$ cat src/rtl/pc_pkg.sv
// Shared types for the fetch-stage program-counter generator.
package pc_pkg;

    typedef enum logic [1:0] {
        BOOT = 2'd0,
        RUN  = 2'd1,
        HALT = 2'd2
    } pc_state_e;

    typedef enum logic [2:0] {
        SEL_TRAP   = 3'd0,
        SEL_BRANCH = 3'd1,
        SEL_JUMP   = 3'd2,
        SEL_SEQ    = 3'd3,
        SEL_HOLD   = 3'd4
    } pc_sel_e;

endpackage

$ cat src/rtl/pc_next_sel.sv
// Prioritised next-address mux with target alignment check.
module pc_next_sel
    import pc_pkg::*;
#(
    parameter int unsigned XLEN   = 32,
    parameter int unsigned IALIGN = 4
) (
    input  logic            run,
    input  logic            adv,
    input  logic            trap_en,
    input  logic [XLEN-1:0] trap_pc,
    input  logic            PCsel,
    input  logic [XLEN-1:0] branch,
    input  logic            jump_en,
    input  logic [XLEN-1:0] jump_pc,
    input  logic [XLEN-1:0] cur_pc,
    output logic [XLEN-1:0] nextpc,
    output pc_sel_e         sel,
    output logic            misalign
);

    localparam logic [XLEN-1:0] LOW_MASK = XLEN'(IALIGN - 1);
    localparam logic [XLEN-1:0] STEP     = XLEN'(IALIGN);

    logic branch_bad;
    logic jump_bad;

    assign branch_bad = (branch & LOW_MASK) != '0;
    assign jump_bad   = (jump_pc & LOW_MASK) != '0;

    // A misaligned branch/jump blocks every lower-priority source that cycle.
    always_comb begin
        sel      = SEL_HOLD;
        nextpc   = cur_pc;
        misalign = 1'b0;
        if (trap_en) begin
            sel    = SEL_TRAP;
            nextpc = trap_pc & ~LOW_MASK;
        end else if (run && PCsel) begin
            if (branch_bad) begin
                misalign = 1'b1;
            end else begin
                sel    = SEL_BRANCH;
                nextpc = branch;
            end
        end else if (run && jump_en) begin
            if (jump_bad) begin
                misalign = 1'b1;
            end else begin
                sel    = SEL_JUMP;
                nextpc = jump_pc;
            end
        end else if (adv) begin
            sel    = SEL_SEQ;
            nextpc = cur_pc + STEP;
        end
    end

endmodule

$ cat src/rtl/pc_gen.sv
// Fetch program counter: PC register, BOOT/RUN/HALT control and the
// valid/ready request towards instruction memory.
module pc_gen
    import pc_pkg::*;
#(
    parameter int unsigned     XLEN      = 32,
    parameter logic [XLEN-1:0] RESET_VEC = '0,
    parameter int unsigned     IALIGN    = 4
) (
    input  logic            clk,
    input  logic            rst,
    input  logic            Stop_en,
    input  logic            trap_en,
    input  logic [XLEN-1:0] trap_pc,
    input  logic            PCsel,
    input  logic [XLEN-1:0] branch,
    input  logic            jump_en,
    input  logic [XLEN-1:0] jump_pc,
    input  logic            halt,
    input  logic            resume,
    output logic            req_valid,
    input  logic            req_ready,
    output logic [XLEN-1:0] cur_pc,
    output logic [XLEN-1:0] nextpc,
    output logic            misalign_err
);

    pc_state_e state;
    pc_state_e state_nxt;
    pc_sel_e   sel;
    logic      misalign;
    logic      run;
    logic      adv;

    assign run = (state == RUN);
    assign adv = run && req_valid && req_ready && !Stop_en;

    pc_next_sel #(
        .XLEN  (XLEN),
        .IALIGN(IALIGN)
    ) u_next_sel (
        .run     (run),
        .adv     (adv),
        .trap_en (trap_en),
        .trap_pc (trap_pc),
        .PCsel   (PCsel),
        .branch  (branch),
        .jump_en (jump_en),
        .jump_pc (jump_pc),
        .cur_pc  (cur_pc),
        .nextpc  (nextpc),
        .sel     (sel),
        .misalign(misalign)
    );

    always_ff @(posedge clk or negedge rst) begin
        if (!rst) begin
            state <= BOOT;
        end else begin
            state <= state_nxt;
        end
    end

    // halt has priority over resume while halted.
    always_comb begin
        state_nxt = state;
        case (state)
            BOOT:    state_nxt = RUN;
            RUN:     if (halt) state_nxt = HALT;
            HALT:    if (resume && !halt) state_nxt = RUN;
            default: state_nxt = BOOT;
        endcase
    end

    always_ff @(posedge clk or negedge rst) begin
        if (!rst) begin
            cur_pc       <= RESET_VEC;
            req_valid    <= 1'b0;
            misalign_err <= 1'b0;
        end else begin
            if (sel != SEL_HOLD) begin
                cur_pc <= nextpc;
            end
            req_valid    <= (state_nxt == RUN);
            misalign_err <= misalign;
        end
    end

endmodule

$ cat config.mk
export PLATFORM = sky130hd
export DESIGN_NAME = pc_gen
export DESIGN_NICKNAME = d
export VERILOG_FILES = /design/src/rtl/pc_pkg.sv /design/src/rtl/pc_next_sel.sv /design/src/rtl/pc_gen.sv
export SDC_FILE = /design/constraint.sdc
export NUM_CORES = 1
export LEC_CHECK = 0
export CAP_MARGIN = 20
export CORE_MARGIN = 5
export CORE_UTILIZATION = 42
export CTS_BUF_LIST = sky130_fd_sc_hd__clkbuf_16
export CTS_CLUSTER_SIZE = 25
export DETAILED_ROUTE_END_ITERATION = 10
export PLACE_DENSITY = 0.8
export SETUP_SLACK_MARGIN = 0.3
export SLEW_MARGIN = 20
export SYNTH_ARGS = -nofsm -noshare
export SYNTH_HDL_FRONTEND = slang
export SYNTH_HIERARCHICAL = 1
export SYNTH_SLANG_ARGS = --single-unit
$ cat constraint.sdc
create_clock -name clk -period 3.47 [get_ports clk]
set_input_delay 0.694 -clock clk [delete_from_list [all_inputs] [get_ports clk]]
set_output_delay 0.694 -clock clk [all_outputs]
set_load 0.02 [all_outputs]
After elaboration in Yosys (flattened, before gate mapping). Index checks and enable logic that the tools add are counted.

Register bits: 36. RAM bits: 0. Bits in latches: 0. Word-level logic and storage cells: 40. Output and inout bits: 66. Memory bits (read-only): 0. Memories: 0.

Multipliers: 0. $lt $le $gt $ge: 0. Equality and inequality tests: 4. Divide/modulo/power cells: 0. Bitwise logic cells: 0. Muxes and demuxes: 20. Shift-type cells: 0. Reduce and logical (&&, ||, !) cells: 11. Add/sub/neg operators: 1.

Operators with widths (count): $mux 32 (6); $reduce_bool 32->1 (2); $add 32x3->32 const B (1); $mux 3 (6); $logic_and 1x1->1 (6); $pmux 2 s3 (1); $mux 1 (5); $eq 2x1->1 const B (2); $mux 2 (2); $ne 3x3->1 const B (1); $eq 2x2->1 const B (1); $logic_not 1->1 (2); $logic_not 2->1 (1).

Depth between registers and ports, before layout.
Word-level depth: 9. Mapped depth: 10.

Hierarchy. The synthesis kept the hierarchy.

Modules (own cells, without submodules): pc_next_sel (cells each 338, seq. area each 0.0 sq um, area an instance 2172.1 sq um, instances 1); pc_gen (cells each 81, seq. area each 900.9 sq um, area an instance 1365.1 sq um, instances 1).

Worst setup path before layout. OpenSTA, ideal clock, no wires.

Path kind: input-to-output. Start point: input req_ready. End point: output nextpc[27]. Stages: 8. Buffers on the path: 1. Arrival: 2.489 ns. Path slack: 0.287 ns. Cells stage by stage: nand3_1 -> nor2_1 -> clkbuf_8 -> nand4_2 -> nor4_4 -> and4b_1 -> o21ai_1 -> a222oi_1.

Word-level cells in the longest chain between the ends: 6.

RTL lines: start: declaration (line pc_gen.sv:22) `input logic req_ready,`; $logic_and 1x1->1 (2 in a row) (line pc_gen.sv:36) `assign adv = run && req_valid && req_ready && !Stop_en;`; named net adv (line pc_gen.sv:33) `logic adv;`; $mux 32 (line pc_next_sel.sv:53) `end else if (adv) begin`; $mux 32 (line pc_next_sel.sv:46) `end else if (run && jump_en) begin`; $mux 32 (line pc_next_sel.sv:39) `end else if (run && PCsel) begin`; $mux 32 (line pc_next_sel.sv:36) `if (trap_en) begin`; end: declaration (line pc_gen.sv:24) `output logic [XLEN-1:0] nextpc,`.

The timed path passes the listed nets, and every way through them passes these cells.

Final worst setup path.
Start point: register state[1]. End point: output nextpc[27].

Word-level cells in the longest chain between the ends: 8.

RTL lines: start: declaration (line pc_gen.sv:28) `pc_state_e state;`; start signal: assignment (line pc_gen.sv:60) `state <= state_nxt;`; $eq 2x1->1 (line pc_gen.sv:35) `assign run = (state == RUN);`; named net run (line pc_gen.sv:32) `logic run;`; $logic_and 1x1->1 (3 in a row) (line pc_gen.sv:36); named net adv (line pc_gen.sv:33); $mux 32 (line pc_next_sel.sv:53); $mux 32 (line pc_next_sel.sv:46); $mux 32 (line pc_next_sel.sv:39); $mux 32 (line pc_next_sel.sv:36).

The timed path passes the listed nets, and every way through them passes these cells.

==> results.md <==
* CP Launch Type: register
* Ports at 171
* CTS tree: done
* Sink Count at 36
* Final hold violation count at 0
* Slew Viols, Final at 0
* Met2 Track Usage GR at 46.58%
* Clock Latency Late Sink at around 280 ps
* Simple-Gate Fraction of Synth Area at between 20 and 25%
* Tot Pwr at 0.004286 W
* Synth Area in Compound Gates at 23.91%
* Die Y at slightly above 100 um
* Synth top area cells: dfrtp_1, mux2_2, mux2i_1
* Maximum buffer depth of the clock tree at 2
* Setup CP Type: reg -> out
* Largest net degree at the start of global routing at 37
* Die width at slightly above 100 um
* Mux cell area share after synthesis at just under 20%
* Status: complete, no violations
* Final Cycle Share at ~93%
* Crit-path leading delay family: simple AND/OR/NAND/NOR gates
* Max-cap viol count at 0
* Busiest layer in global routing: met2
* Netlist cell types at 69
* Row cnt at 33
* Combinational Power Share at 65.9%
* HPWL after detailed placement at 11,000 um
* Largest vdd supply drop at 0.0004078 V
* Switching pwr at a little over 0.002 W
* Layout overhead on the synthesized area at 71.63%
* Seq pwr share at roughly a quarter
* First-pass GRT wire length at roughly 23,000 um
* Number of setup violations in the final report at 0
* Antenna Cells at 0
* Net Sw Frac at a little under half
* Synthesized instance count at approximately 420
* Seq/Total Area, Yosys at 25.47%
* Met3 Use GR at ~5.8%
* Initial DRC count at just over 400
* Core area at between 8000 and 9000 sq um
* Setup TNS at 0 ps
* Synthesized-area fraction occupied by adder cells at less than 1%
* # placed instances at 726
* Antenna Nets Post-Route at 0
* Nets at 743
* Crit path cell chain: nor2b_4 -> nand3_2 -> nor2_4 -> nand4_4 -> nor4_4 -> buf_4 -> and4b_1 -> o21ai_1 -> a222oi_1 -> buf_4
* Synth Area in XOR/XNOR at between 3 and 4%
* Final core occ at 73.88%
* Synthesis-stage register bit count at 36
* Delay of the slowest critical-path stage at 410 ps
* Pint at roughly 0.0022 W
* Dpl ws at -540.2 ps
* Met1 usage at between 30% and 40%
* Critical Path RT at 2780 ps
* Post-Route WL at 15,180 um
* Root Buffer: clkbuf_16
* Main combinational cell family by area after synthesis: compound AO/OA/AOI/OAI gates
* Critical Path Most Common Cell: buf_4
* Via count at 4,574
* Grt total ovfl at 0
* Slew headroom at 41.55%
* Syn avg cell area at roughly 8.4 sq um
* Commonest non-fill, non-tap cells in the layout: clkdlybuf4s50_1, buf_4, nand2_1
* Vias in the first global route at around 4.6k
* Antenna violations before repair at 0
* CP Max Fanout at 3
* Clock period minus worst slack at approximately 3200 ps
* # H-tree levels at 2
* Commonest non-fill, non-tap cell in the layout: clkdlybuf4s50_1
* Starting Density at 43.05%
* Largest area contributor in the netlist: dfrtp_1
* Ys async rst share at 100.0%
* Top-area cell type share of the netlist area at roughly 25%
* WP buf/inv at 2
* WL per Instance at 20.43 um
* Fillers at between 500 and 600
* Number of synthesized flops with an enable pin at 0
* CP Capture Type: output port
* Avg Vias per Cell at roughly 6.2
* DRC viols at 0
* Measured slew at the worst slew-check pin at between 800 and 900 ps
* Leak at 2.448 nW
* Clock power share at 10.3%
* Critical path data arrival time at between 2000 and 3000 ps
* Clock transition at path regs at around 60 ps
* Total CTS buffers at 5
* Ys Warns at 6
* Area taken by multi-input logic gates at between 2000 and 3000 sq um
* Setup Skew at 4.835 ps
* Post-synthesis net count at 525
* Register area at a little over 900 sq um
* Count of input and output buffers at approximately 170
* Layout cells sized above 1 at a little under a third
* RSZ-0062 raised after global routing: true
* Fmax at 308.7 MHz
* Post-Synthesis Cell Area at approximately 3500 sq um
* Top_reg_cell synth: dfrtp_1
* Full die area at between 10,000 and 15,000 sq um
* Power Density at slightly above 700 nW/um^2
* Crit-path slowest cell: dfrtp_1
* PnR worst setup slack at 230.6 ps
* Final non-filler cell total at between 700 and 800
* Final Wtd Congestion at 0.9447
* GRT Total Usage at 28.01%
* Worst hold path class: in -> async
* DR pass1 iterations at 7
[power groups by stage]
stage	Combinational, W	Clock, W	Sequential [W]
after floorplan	0.00129	0	0.00113
after global placement	0.00261	0	0.000969
after detailed placement	0.00266	0	0.000989
after CTS	0.00266	0.000441	0.000990
after global routing	0.00300	0.000462	0.00106
final	0.00283	0.000440	0.00102
[kinds of logic (layout without fill, tap and decap cells)]
| logic type | after synthesis | in the layout |
|---|---|---|
| flip-flops | 36 | 36 |
| multiplexers | 64 | 64 |
| buffers and inverters | 36 | 255 |
| XOR/XNOR | 14 | 14 |
| AO/OA/AOI/OAI | 125 | 125 |
| AND/OR/NAND/NOR | 143 | 143 |
| adder cells (fa/ha/maj) | 1 | 1 |
[synthesized netlist by cell type, drive strengths merged (3+ instances only)]
cell and number:
a211oi 5, a21oi 36, a221o 3, a221oi 10, a22o 4, a311oi 4
a31oi 6, and2 3, and3 5, and4 3, buf 9, clkbuf 20
dfrtp 36, inv 7, mux2 36, mux2i 28, nand2 56, nand3 19
nand4 6, nor2 22, nor3 6, nor4 7, o211ai 4, o21ai 21
o221ai 7, o22a 3, o22ai 3, xnor2 3, xor2 11
[per-stage QoR]
step	area (sq um)	hold WS (ps)
after global routing	6071	575.5
after CTS	5913	542.1
after global placement	5705	474.9
after floorplan	3537	398.4
final	6071	522.0
after detailed placement	5705	484.4
[layout make-up]
cell class	count	area share (%)
Inverter	7	0.4328
Tap cell	105	2.164
Timing Repair Buffer	240	36.09
Clock buffer	5	2.061
Multi-Input combinational cell	347	44.15
Sequential cell	36	14.92
Clock inverter	3	0.1855
[metal layers]
layer / part of all wire, % / up-vias
met2: 49 / 269
met5: 0 / -
met4: 3.4 / 0
met3: 9.5 / 47
li1: - / 2043
met1: 38 / 2215
[worst paths after layout]
| path | startpoint | endpoint | slack, ps | cells past startpoint |
|---|---|---|---|---|
| min | rst | cur_pc[10] | 520 | 1 |
| max | state[1] | nextpc[27] | 230 | 10 |
| min in group clk | cur_pc[0] | cur_pc[0] | 540 | 1 |
| min reg2reg | cur_pc[0] | cur_pc[0] | 540 | 1 |
| max reg2reg | state[1] | cur_pc[29] | 930 | 12 |
| max in group asynchronous | rst | cur_pc[7] | 2330 | 1 |
[what timing repair did]
action                                  CTS  global route
setup buffers                             5             4
pin swaps                                 9            16
gates resized for setup                 129            81
hold buffers                              0             0
endpoints found under the setup margin   32            30
[registers in the layout, summed over array words and instances (netlist names)]
signal and cells:
req_valid 1, state 2, cur_pc 32, misalign_err 1
Note: power is estimated with default switching activity, not from simulation.
